`src/rtl/vga_pkg.sv`:
```
// Shared definitions for the VGA timing generator: mode encodings, default
// 640x480@60 timing and width helpers.
`timescale 1ns/1ps
package vga_pkg;

    typedef logic [1:0] mode_t;

    localparam mode_t MODE_EXT   = 2'd0;
    localparam mode_t MODE_SOLID = 2'd1;
    localparam mode_t MODE_CHECK = 2'd2;
    localparam mode_t MODE_BARS  = 2'd3;

    localparam int DEF_CLK_DIV  = 4;
    localparam int DEF_H_ACTIVE = 640;
    localparam int DEF_H_FP     = 16;
    localparam int DEF_H_SYNC   = 96;
    localparam int DEF_H_BP     = 48;
    localparam int DEF_V_ACTIVE = 480;
    localparam int DEF_V_FP     = 10;
    localparam int DEF_V_SYNC   = 2;
    localparam int DEF_V_BP     = 33;

    localparam int PIX_COORD_W   = 10;
    localparam int PIX_COORD_MAX = 1 << PIX_COORD_W;

    function automatic int rgb_width(input int r_w, input int g_w, input int b_w);
        return r_w + g_w + b_w;
    endfunction

    // Never returns 0 so a degenerate axis still gets a 1-bit counter.
    function automatic int cnt_width(input int total);
        return (total > 1) ? $clog2(total) : 1;
    endfunction

endpackage

```
`src/rtl/vga_axis_counter.sv`:
```
// One timing axis (horizontal or vertical): wrapping counter with active,
// sync-window and last-count decodes. Region order: active, FP, sync, BP.
`timescale 1ns/1ps
module vga_axis_counter
    import vga_pkg::*;
#(
    parameter int ACTIVE = DEF_H_ACTIVE,
    parameter int FP     = DEF_H_FP,
    parameter int SYNC   = DEF_H_SYNC,
    parameter int BP     = DEF_H_BP,
    localparam int TOTAL = ACTIVE + FP + SYNC + BP,
    localparam int CW    = cnt_width(TOTAL)
)(
    input  logic          clk,
    input  logic          rst_n,
    input  logic          en,
    output logic [CW-1:0] count,
    output logic          active,
    output logic          sync,
    output logic          last
);

    localparam int SYNC_START = ACTIVE + FP;
    localparam int SYNC_END   = ACTIVE + FP + SYNC;

    logic [CW-1:0] count_reg;
    logic [31:0]   count_ext;

    always_ff @(posedge clk or negedge rst_n) begin
        if (!rst_n) begin
            count_reg <= '0;
        end else if (en) begin
            count_reg <= last ? '0 : count_reg + CW'(1);
        end
    end

    // Decode in 32 bits so a boundary equal to 2**CW cannot alias to zero.
    assign count_ext = 32'(count_reg);
    assign count     = count_reg;
    assign last      = (count_ext == 32'(TOTAL - 1));
    assign active    = (count_ext < 32'(ACTIVE));
    assign sync      = (count_ext >= 32'(SYNC_START)) && (count_ext < 32'(SYNC_END));

endmodule

```
`src/rtl/vga_timing_gen.sv`:
```
// Parametrised VGA timing generator with pixel-request interface, built-in
// test patterns and a two-stage registered output pipeline.
`timescale 1ns/1ps
module vga_timing_gen
    import vga_pkg::*;
#(
    parameter int CLK_DIV  = DEF_CLK_DIV,
    parameter int H_ACTIVE = DEF_H_ACTIVE,
    parameter int H_FP     = DEF_H_FP,
    parameter int H_SYNC   = DEF_H_SYNC,
    parameter int H_BP     = DEF_H_BP,
    parameter int V_ACTIVE = DEF_V_ACTIVE,
    parameter int V_FP     = DEF_V_FP,
    parameter int V_SYNC   = DEF_V_SYNC,
    parameter int V_BP     = DEF_V_BP,
    parameter bit HS_POL   = 1'b0,
    parameter bit VS_POL   = 1'b0,
    parameter int R_W      = 3,
    parameter int G_W      = 3,
    parameter int B_W      = 2,
    parameter int CHK_LOG2 = 5,
    parameter int BAR_LOG2 = 7,
    localparam int RGB_W   = rgb_width(R_W, G_W, B_W)
)(
    input  logic                   clk,
    input  logic                   rst_n,
    input  logic [1:0]             mode,
    input  logic [RGB_W-1:0]       fg_color,
    input  logic [RGB_W-1:0]       pix_data,
    output logic                   pix_req,
    output logic [PIX_COORD_W-1:0] pix_x,
    output logic [PIX_COORD_W-1:0] pix_y,
    output logic                   frame_start,
    output logic [R_W-1:0]         vga_red,
    output logic [G_W-1:0]         vga_green,
    output logic [B_W-1:0]         vga_blue,
    output logic                   h_sync,
    output logic                   v_sync,
    output logic                   de
);

    localparam int H_TOTAL = H_ACTIVE + H_FP + H_SYNC + H_BP;
    localparam int V_TOTAL = V_ACTIVE + V_FP + V_SYNC + V_BP;
    localparam int HCW     = cnt_width(H_TOTAL);
    localparam int VCW     = cnt_width(V_TOTAL);
    localparam int DIV_W   = cnt_width(CLK_DIV);

    generate
        if (CLK_DIV < 1) begin : g_bad_div
            $error("vga_timing_gen: CLK_DIV must be >= 1");
        end
        if (H_ACTIVE > PIX_COORD_MAX || V_ACTIVE > PIX_COORD_MAX) begin : g_bad_active
            $error("vga_timing_gen: active area exceeds 10-bit pixel coordinates");
        end
        if (CHK_LOG2 > PIX_COORD_W - 1 || BAR_LOG2 + 2 > PIX_COORD_W - 1) begin : g_bad_pattern
            $error("vga_timing_gen: pattern size exceeds pixel coordinate range");
        end
    endgenerate

    // ---------------- stage 0: divider and counters ----------------
    logic [DIV_W-1:0] div_cnt_reg;
    logic             tick;
    logic [HCW-1:0]   h_cnt;
    logic [VCW-1:0]   v_cnt;
    logic             h_active, v_active, h_in_sync, v_in_sync;
    logic             h_last, v_last_unused;
    logic             active;

    // Gated by rst_n so pix_req/frame_start stay low in reset even when CLK_DIV=1.
    assign tick = rst_n && (div_cnt_reg == DIV_W'(CLK_DIV - 1));

    always_ff @(posedge clk or negedge rst_n) begin
        if (!rst_n) begin
            div_cnt_reg <= '0;
        end else begin
            div_cnt_reg <= tick ? '0 : div_cnt_reg + DIV_W'(1);
        end
    end

    vga_axis_counter #(
        .ACTIVE (H_ACTIVE),
        .FP     (H_FP),
        .SYNC   (H_SYNC),
        .BP     (H_BP)
    ) u_h_axis (
        .clk    (clk),
        .rst_n  (rst_n),
        .en     (tick),
        .count  (h_cnt),
        .active (h_active),
        .sync   (h_in_sync),
        .last   (h_last)
    );

    vga_axis_counter #(
        .ACTIVE (V_ACTIVE),
        .FP     (V_FP),
        .SYNC   (V_SYNC),
        .BP     (V_BP)
    ) u_v_axis (
        .clk    (clk),
        .rst_n  (rst_n),
        .en     (tick && h_last),
        .count  (v_cnt),
        .active (v_active),
        .sync   (v_in_sync),
        .last   (v_last_unused)
    );

    assign active      = h_active && v_active;
    assign pix_req     = tick && active;
    assign pix_x       = PIX_COORD_W'(h_cnt);
    assign pix_y       = PIX_COORD_W'(v_cnt);
    assign frame_start = tick && (h_cnt == '0) && (v_cnt == '0);

    // ---------------- stage 1: capture ----------------
    logic  s1_tick_reg, s1_active_reg, s1_hs_reg, s1_vs_reg;
    logic  s1_chk_reg;
    logic  [2:0] s1_bar_idx_reg;
    mode_t mode_reg;

    always_ff @(posedge clk or negedge rst_n) begin
        if (!rst_n) begin
            s1_tick_reg    <= 1'b0;
            s1_active_reg  <= 1'b0;
            s1_hs_reg      <= 1'b0;
            s1_vs_reg      <= 1'b0;
            s1_chk_reg     <= 1'b0;
            s1_bar_idx_reg <= 3'd0;
            mode_reg       <= MODE_EXT;
        end else begin
            s1_tick_reg    <= tick;
            s1_active_reg  <= active;
            s1_hs_reg      <= h_in_sync;
            s1_vs_reg      <= v_in_sync;
            s1_chk_reg     <= pix_x[CHK_LOG2] ^ pix_y[CHK_LOG2];
            s1_bar_idx_reg <= pix_x[BAR_LOG2+2:BAR_LOG2];
            // Mode only changes at the frame boundary to avoid tearing.
            if (frame_start) begin
                mode_reg <= mode;
            end
        end
    end

    // ---------------- stage 2: colour select and pins ----------------
    logic [RGB_W-1:0] bar_color;
    logic [RGB_W-1:0] color_next;
    logic [RGB_W-1:0] color_reg;
    logic             de_reg, hs_reg, vs_reg;

    // Each bit of the packed {B,G,R} word follows the bar-index bit of its channel.
    genvar gi;
    generate
        for (gi = 0; gi < RGB_W; gi++) begin : g_bar
            localparam int CH = (gi < R_W) ? 0 : ((gi < R_W + G_W) ? 1 : 2);
            assign bar_color[gi] = s1_bar_idx_reg[CH];
        end
    endgenerate

    always_comb begin
        color_next = '0;
        if (s1_active_reg) begin
            case (mode_reg)
                MODE_EXT:   color_next = pix_data;
                MODE_SOLID: color_next = fg_color;
                MODE_CHECK: color_next = s1_chk_reg ? fg_color : '0;
                MODE_BARS:  color_next = bar_color;
                default:    color_next = '0;
            endcase
        end
    end

    always_ff @(posedge clk or negedge rst_n) begin
        if (!rst_n) begin
            color_reg <= '0;
            de_reg    <= 1'b0;
            hs_reg    <= ~HS_POL;
            vs_reg    <= ~VS_POL;
        end else if (s1_tick_reg) begin
            color_reg <= color_next;
            de_reg    <= s1_active_reg;
            hs_reg    <= s1_hs_reg ? HS_POL : ~HS_POL;
            vs_reg    <= s1_vs_reg ? VS_POL : ~VS_POL;
        end
    end

    assign vga_red   = color_reg[R_W-1:0];
    assign vga_green = color_reg[R_W +: G_W];
    assign vga_blue  = color_reg[R_W+G_W +: B_W];
    assign h_sync    = hs_reg;
    assign v_sync    = vs_reg;
    assign de        = de_reg;

endmodule

```
`config.mk`:
```
export PLATFORM = sky130hd
export DESIGN_NAME = vga_timing_gen
export DESIGN_NICKNAME = d
export VERILOG_FILES = /design/src/rtl/vga_pkg.sv /design/src/rtl/vga_axis_counter.sv /design/src/rtl/vga_timing_gen.sv
export SDC_FILE = /design/constraint.sdc
export NUM_CORES = 1
export LEC_CHECK = 0
export CAP_MARGIN = 20
export CORE_MARGIN = 1
export CORE_UTILIZATION = 49
export CTS_CLUSTER_SIZE = 10
export DETAILED_ROUTE_END_ITERATION = 16
export PLACE_DENSITY = 0.88
export SYNTH_ARGS = -nofsm -noshare
export SYNTH_HDL_FRONTEND = slang
export SYNTH_SLANG_ARGS = --single-unit
```
`constraint.sdc`:
```
create_clock -name clk -period 2.31 [get_ports clk]
set_input_delay 0.693 -clock clk [delete_from_list [all_inputs] [get_ports clk]]
set_output_delay 0.693 -clock clk [all_outputs]
set_load 0.02 [all_outputs]
```
==> flow_summary.yaml, run 1 <==
timing:
  fmax_mhz: 416.8
  hold_viol: 0
  max_slew.worst_pin.slew_ps: 567.2
  min_period_ps: 2399
  slew_violations: 0
  skew_ps: 5.470
  fin_setup_tns_ps: -89.04
  rsz0062_at_grt: "yes"
  fin_ws_ps: -89.04
  fin_crit_sh: 1.039
  setup_viol: 1
  slew_headroom: 0.6219
synthesis:
  netlist_area_um2: 2190
  synth_cells: 223
  synth_area_per_cell_um2: 9.819
  ys_async_sr_fraction: 1.000
  synth_top_cell_area_share: 0.4686
  ys_seq_area_frac: 0.4926
  synth_most_common_cell: "dfrtp_1"
  yosysWarnings: 0
  ys_seq_elements: 43
  yosys-top-cells-area: "dfrtp_1 (47%), inv_1 (4.8%), o21ai_0 (3.7%), ha_1 (3.4%), o2111ai_1 (3.2%)"
  yosys.area.top_type: "dfrtp_1"
  ys_types: 38
  ys_top_cells_by_count: "dfrtp_1 (41), inv_1 (28), o21ai_0 (16)"
  syn-num-nets: 249
  ys.flop_type: "dfrtp_1"
  synth_edf_count: 0
grt:
  grt-busiest-layer: "met2"
  overflow: 0
  met1_usage: 0.3000
  grt_pass1_vias: 1937
  antenna_found_initial: 0
  gr-usage-met2: 0.4442
  grt_pass1_wl_um: 8687
  gr-usage-met3: 0.06086
  grt_use_total: 0.2577
  grt_start_max_net_pins: 46
min_path:
  hold_path_startpoint: "s1_hs_reg$_DFF_PN0_"
  hold_path_end: "h_sync$_DFFE_PN1P_"
  holdCritPathClass: "reg -> reg"
  hold-path-cell-count: 1
layout:
  n_antenna_cell: 0
  final_nets: 334
  drive_gt1_frac: 0.1942
  nFillCells: 306
  synthToLayoutAreaGrowth_pct: 42.63
  stdcell_area_um2: 3123
  final_core_util: 0.7536
routing:
  wl_per_cell_um: 15.33
  antenna_left: 0
  drt_wl_total_um: 5504
  vias_per_cell: 5.669
  drt_iter0_drc: 135
  drc: 0
  first_pass_iters: 4
  vias: 2035
clocking:
  cts_sinks: 43
  cts_max_path_buffers: 2
  cts_tree: "built"
  cts_made_buffers: 5
  insertion_delay_ps: 300
  clk_pin_slew_worst_paths_ps: 70
  root_buffer: "clkbuf_8"
  cts_hold_buf: 0
  cts-htree-levels: 2
setup_path:
  cp_max_fo: 2
  worstReg2RegStart: "u_h_axis.count[6]$_DFFE_PN0P_"
  end_kind: "primary output"
  required_ps: 1620
  setup.reg_to_reg.worst_slack_ps: 230
  reg2reg_depth: 7
  arrival_ps: 1710
  crit_type: "reg -> out"
  start_kind: "flop"
  r2r-end: "u_v_axis.count[7]$_DFFE_PN0P_"
outcome:
  outcome: "complete, but fails checks"
  violations: "setup timing"
place:
  dp_hpwl_um: 4015
  portBuffers: 52
  placed_cell_area_um2: 2988
  dp_slack_ps: -340.8
  gp_congestion: 0.8994
run:
  drv_cap: 0
floorplanning:
  num_rows: 23
  die_area_um2: 4740
  initial_core_util: 0.5284
  fp.dieH_um: 68.85
  core_area_um2: 4144
  die_x_um: 68.85
  io_pins: 53
pwr:
  peakVddDrop_mv: 0.4446
  power_density_nw_per_um2: 530.3
  p_total_w: 0.001656
  total_leakage_power_nw: 1.391
## critical path, stage by stage (launching register included)
cell     delay (ps)
dfrtp_1         390
or3_4           400
or3_4           340
nor3_2          120
buf_4           160
## cells by family (layout without fill, tap and decap cells)
logic type,Yosys count,after routing,share of synthesized area
and+or+nand+nor,71,71,0.1817
AOI/OAI and AO/OA,48,48,0.1492
buffers and inverters,38,124,0.06971
DFF,43,43,0.4926
xor gates and xnor gates,12,12,0.04800
muxes,5,5,0.02457
adders and majority gates,6,6,0.03428
## final cells by class
cell class,count,area (um^2),share of cell area
Multi-Input combinational cell,142,991.0,0.3173
Clock buffer,8,100.1,0.03205
Inverter,28,105.1,0.03365
Sequential cell,43,1079,0.3454
Tap cell,50,62.56,0.02003
Timing Repair Buffer,88,785.8,0.2516
## power by group
group	switching (W)	internal, W	total (W)
clock	0.000241	0.000273	0.000514
sequential	0.0000212	0.000781	0.000803
combinational	0.000175	0.000164	0.000340
total	0.000438	0.00122	0.00166
## metal layers
metal  vias to the layer above  part of all wire  routed length, um
met3                        12             0.071                389
met5                         -                 0                  0
met2                        88              0.49               2671
met1                       968              0.43               2340
met4                         0             0.019                102
li1                        967                 -                  -
## stage by stage
step / hold WS [ps] / cells
finish: 386.6 / 359
global route: 417.2 / 359
CTS: 390.7 / 359
detailed placement: 380.1 / 350
global placement: 372.4 / 350
floorplan: 367.2 / 223
## layout by cell type, fill, tap and decap left out, types with 2 or more instances in the layout
| master | instances |
|---|---|
| a21boi_0 | 8 |
| a21oi_1 | 4 |
| and2_1 | 2 |
| and3_1 | 3 |
| buf_2 | 2 |
| buf_4 | 35 |
| buf_6 | 2 |
| clkbuf_8 | 7 |
| clkdlybuf4s50_1 | 49 |
| dfrtp_1 | 41 |
| dfstp_2 | 2 |
| ha_1 | 6 |
| inv_1 | 28 |
| mux2_2 | 3 |
| mux2i_1 | 2 |
| nand2_1 | 14 |
| nand3_1 | 12 |
| nand4_1 | 6 |
| nor2_1 | 8 |
| nor3_1 | 7 |
| nor4_1 | 4 |
| o2111ai_1 | 8 |
| o21ai_0 | 16 |
| o221ai_1 | 8 |
| or3_4 | 2 |
| or4_1 | 2 |
| xnor2_1 | 5 |
| xor2_1 | 7 |
## how the worst max path moves through the flow
stage               slack [ps]          end                          start  cells after the start
global route              -120  frame_start  u_h_axis.count[6]$_DFFE_PN0P_                      4
floorplan                   80  frame_start  u_h_axis.count[5]$_DFFE_PN0P_                      4
CTS                        -80  frame_start  u_h_axis.count[6]$_DFFE_PN0P_                      4
finish                     -90  frame_start  u_h_axis.count[6]$_DFFE_PN0P_                      4
global placement          -340  frame_start                          rst_n                      5
detailed placement        -340  frame_start                          rst_n                      5
## repair_timing
item,4_1_cts,5_1_grt
resized for setup,14,2
endpoints found under the setup margin,3,2
setup buffers,1,0
(Power assumes the default switching activity.)
==> run 2, diff against run 1 <==
--- a/config.mk
+++ b/config.mk
@@ -7,10 +7,9 @@
 export LEC_CHECK = 0
 export CAP_MARGIN = 20
 export CORE_MARGIN = 1
-export CORE_UTILIZATION = 49
-export CTS_CLUSTER_SIZE = 10
+export CORE_UTILIZATION = 45
 export DETAILED_ROUTE_END_ITERATION = 16
-export PLACE_DENSITY = 0.88
+export PLACE_DENSITY = 0.83
 export SYNTH_ARGS = -nofsm -noshare
 export SYNTH_HDL_FRONTEND = slang
 export SYNTH_SLANG_ARGS = --single-unit
==> flow_summary.yaml, run 2 (synthesis results as in run 1) <==
outcome:
  outcome: "complete, but fails checks"
  violations: "setup timing"
clocking:
  clk_pin_slew_worst_paths_ps: 80
  cts_made_buffers: 5
  cts_max_path_buffers: 2
  insertion_delay_ps: 290
  cts_hold_buf: 0
  cts-htree-levels: 2
  root_buffer: "clkbuf_8"
  cts_sinks: 43
  cts_tree: "built"
layout:
  layout_commonest_cell: "clkdlybuf4s50_1"
  nFillCells: 375
  final_nets: 334
  layout_common_cells: "clkdlybuf4s50_1 (49), dfrtp_1 (41), buf_4 (35)"
  stdcell_count: 363
  n_antenna_cell: 0
  drive_gt1_frac: 0.1942
  synthToLayoutAreaGrowth_pct: 42.86
floorplanning:
  die_x_um: 71.76
  io_pins: 53
  num_rows: 25
  fp.dieH_um: 71.76
  core_area_um2: 4692
  die_area_um2: 5149
  initial_core_util: 0.4667
routing:
  vias_per_cell: 5.523
  vias: 2005
  wl_per_cell_um: 15.32
  first_pass_iters: 4
  antenna_left: 0
  drc: 0
  drt_wl_total_um: 5562
  drt_iter0_drc: 101
setup_path:
  required_ps: 1620
  start_kind: "flop"
  crit_buf_inv: 1
  slowest_delay_ps: 400
  r2r-end: "u_v_axis.count[3]$_DFFE_PN0P_"
  crit_type: "reg -> out"
  cp_cell_sequence: "or3_4, or3_4, nor3_4, buf_6"
  path_common_cell: "or3_4"
  end_kind: "primary output"
  crit_slowest_cell: "dfrtp_1"
  crit_family: "simple AND/OR/NAND/NOR gates"
  worstReg2RegStart: "u_h_axis.count[6]$_DFFE_PN0P_"
  setup.reg_to_reg.worst_slack_ps: 170
  cp_max_fo: 2
  arrival_ps: 1760
  reg2reg_depth: 7
grt:
  grt_pass1_vias: 1912
  grt_use_total: 0.2206
  antenna_found_initial: 0
  grt_start_max_net_pins: 45
  overflow: 0
  grt_pass1_wl_um: 8714
min_path:
  holdCritPathClass: "reg -> reg"
  hold_path_end: "h_sync$_DFFE_PN1P_"
  hold-path-cell-count: 1
  hold_path_startpoint: "s1_hs_reg$_DFF_PN0_"
pwr:
  power.switching_fraction: 0.2690
  internal_power_w: 0.001180
  combPwrFrac: 0.202
  p_sw_w: 0.0004341
  total_leakage_power_nw: 1.400
  power_frac_clock: 0.300
  power_density_nw_per_um2: 515.9
  peakVddDrop_mv: 0.4878
  pwr-share-seq: 0.498
  p_total_w: 0.001614
timing:
  min_period_ps: 2451
  rsz0062_at_grt: "yes"
  fin_crit_sh: 1.061
  slew_violations: 0
  slew_headroom: 0.6222
  fmax_mhz: 408.0
  setup_viol: 1
  skew_ps: 5.819
  fin_ws_ps: -141.2
  max_slew.worst_pin.slew_ps: 566.7
  fin_setup_tns_ps: -141.2
  whs_ps: 393.7
  hold_viol: 0
place:
  portBuffers: 52
  dp.cells: 354
  dp_hpwl_um: 3966
  dp_slack_ps: -417.8
  gp_congestion: 0.9086
run:
  drv_cap: 0
run 2: what timing repair did:
action | in CTS | in global routing
pin swaps | 1 | 1
endpoints found under the setup margin | 2 | 2
buffers inserted | 0 | 1
gates resized for setup | 13 | 6
run 2: metal layers:
metal  vias up  global-route usage  share of wire
met5         -                   0              0
met4         0             0.08715          0.022
met3        11             0.04079          0.066
met2        83              0.3606           0.46
met1       946              0.2915           0.45
li1        965                   -              -
run 2: power groups by stage:
| stage | combinational (W) | sequential (W) | clock, W |
|---|---|---|---|
| 4_1_cts | 0.000322 | 0.000800 | 0.000495 |
| 5_1_grt | 0.000350 | 0.000806 | 0.000524 |
| 3_3_place_gp | 0.000305 | 0.000812 | 0 |
| 2_1_floorplan | 0.0000828 | 0.000870 | 0 |
| 6_report | 0.000326 | 0.000804 | 0.000484 |
| 3_5_place_dp | 0.000313 | 0.000814 | 0 |
run 2: through the flow:
stage / utilization / instance area [um^2]
after floorplan: - / 2195
after global placement: 0.6379 / 2993
after detailed placement: 0.6379 / 2993
after CTS: 0.6600 / 3097
after global routing: 0.6667 / 3128
final: 0.6667 / 3128
run 2: how the worst max path moves through the flow:
stage	cells past startpoint	to	slack, ps	from
CTS	4	frame_start	-170	u_h_axis.count[6]$_DFFE_PN0P_
global placement	5	frame_start	-430	rst_n
finish	4	frame_start	-140	u_h_axis.count[6]$_DFFE_PN0P_
detailed placement	5	frame_start	-420	rst_n
floorplan	4	frame_start	80	u_h_axis.count[5]$_DFFE_PN0P_
global route	4	frame_start	-180	u_h_axis.count[6]$_DFFE_PN0P_
run 2: area by class of cell:
cell class | count | area, um^2 | area share
multi-input cells | 142 | 993.5 | 0.3176
clock buffers | 7 | 86.33 | 0.02760
well taps | 54 | 67.56 | 0.02160
repair buffers | 88 | 792.0 | 0.2532
inverters | 28 | 105.1 | 0.03360
flip-flops and latches | 43 | 1079 | 0.3448
clock inverters | 1 | 5.005 | 0.001600
==> run 3, diff against run 2 <==
--- a/config.mk
+++ b/config.mk
@@ -7,9 +7,9 @@
 export LEC_CHECK = 0
 export CAP_MARGIN = 20
 export CORE_MARGIN = 1
-export CORE_UTILIZATION = 45
+export CORE_UTILIZATION = 49
 export DETAILED_ROUTE_END_ITERATION = 16
-export PLACE_DENSITY = 0.83
+export PLACE_DENSITY = 0.88
 export SYNTH_ARGS = -nofsm -noshare
 export SYNTH_HDL_FRONTEND = slang
 export SYNTH_SLANG_ARGS = --single-unit
==> results of run 3 <==
The final DEF is identical to that of run 1; final timing and power are the same.
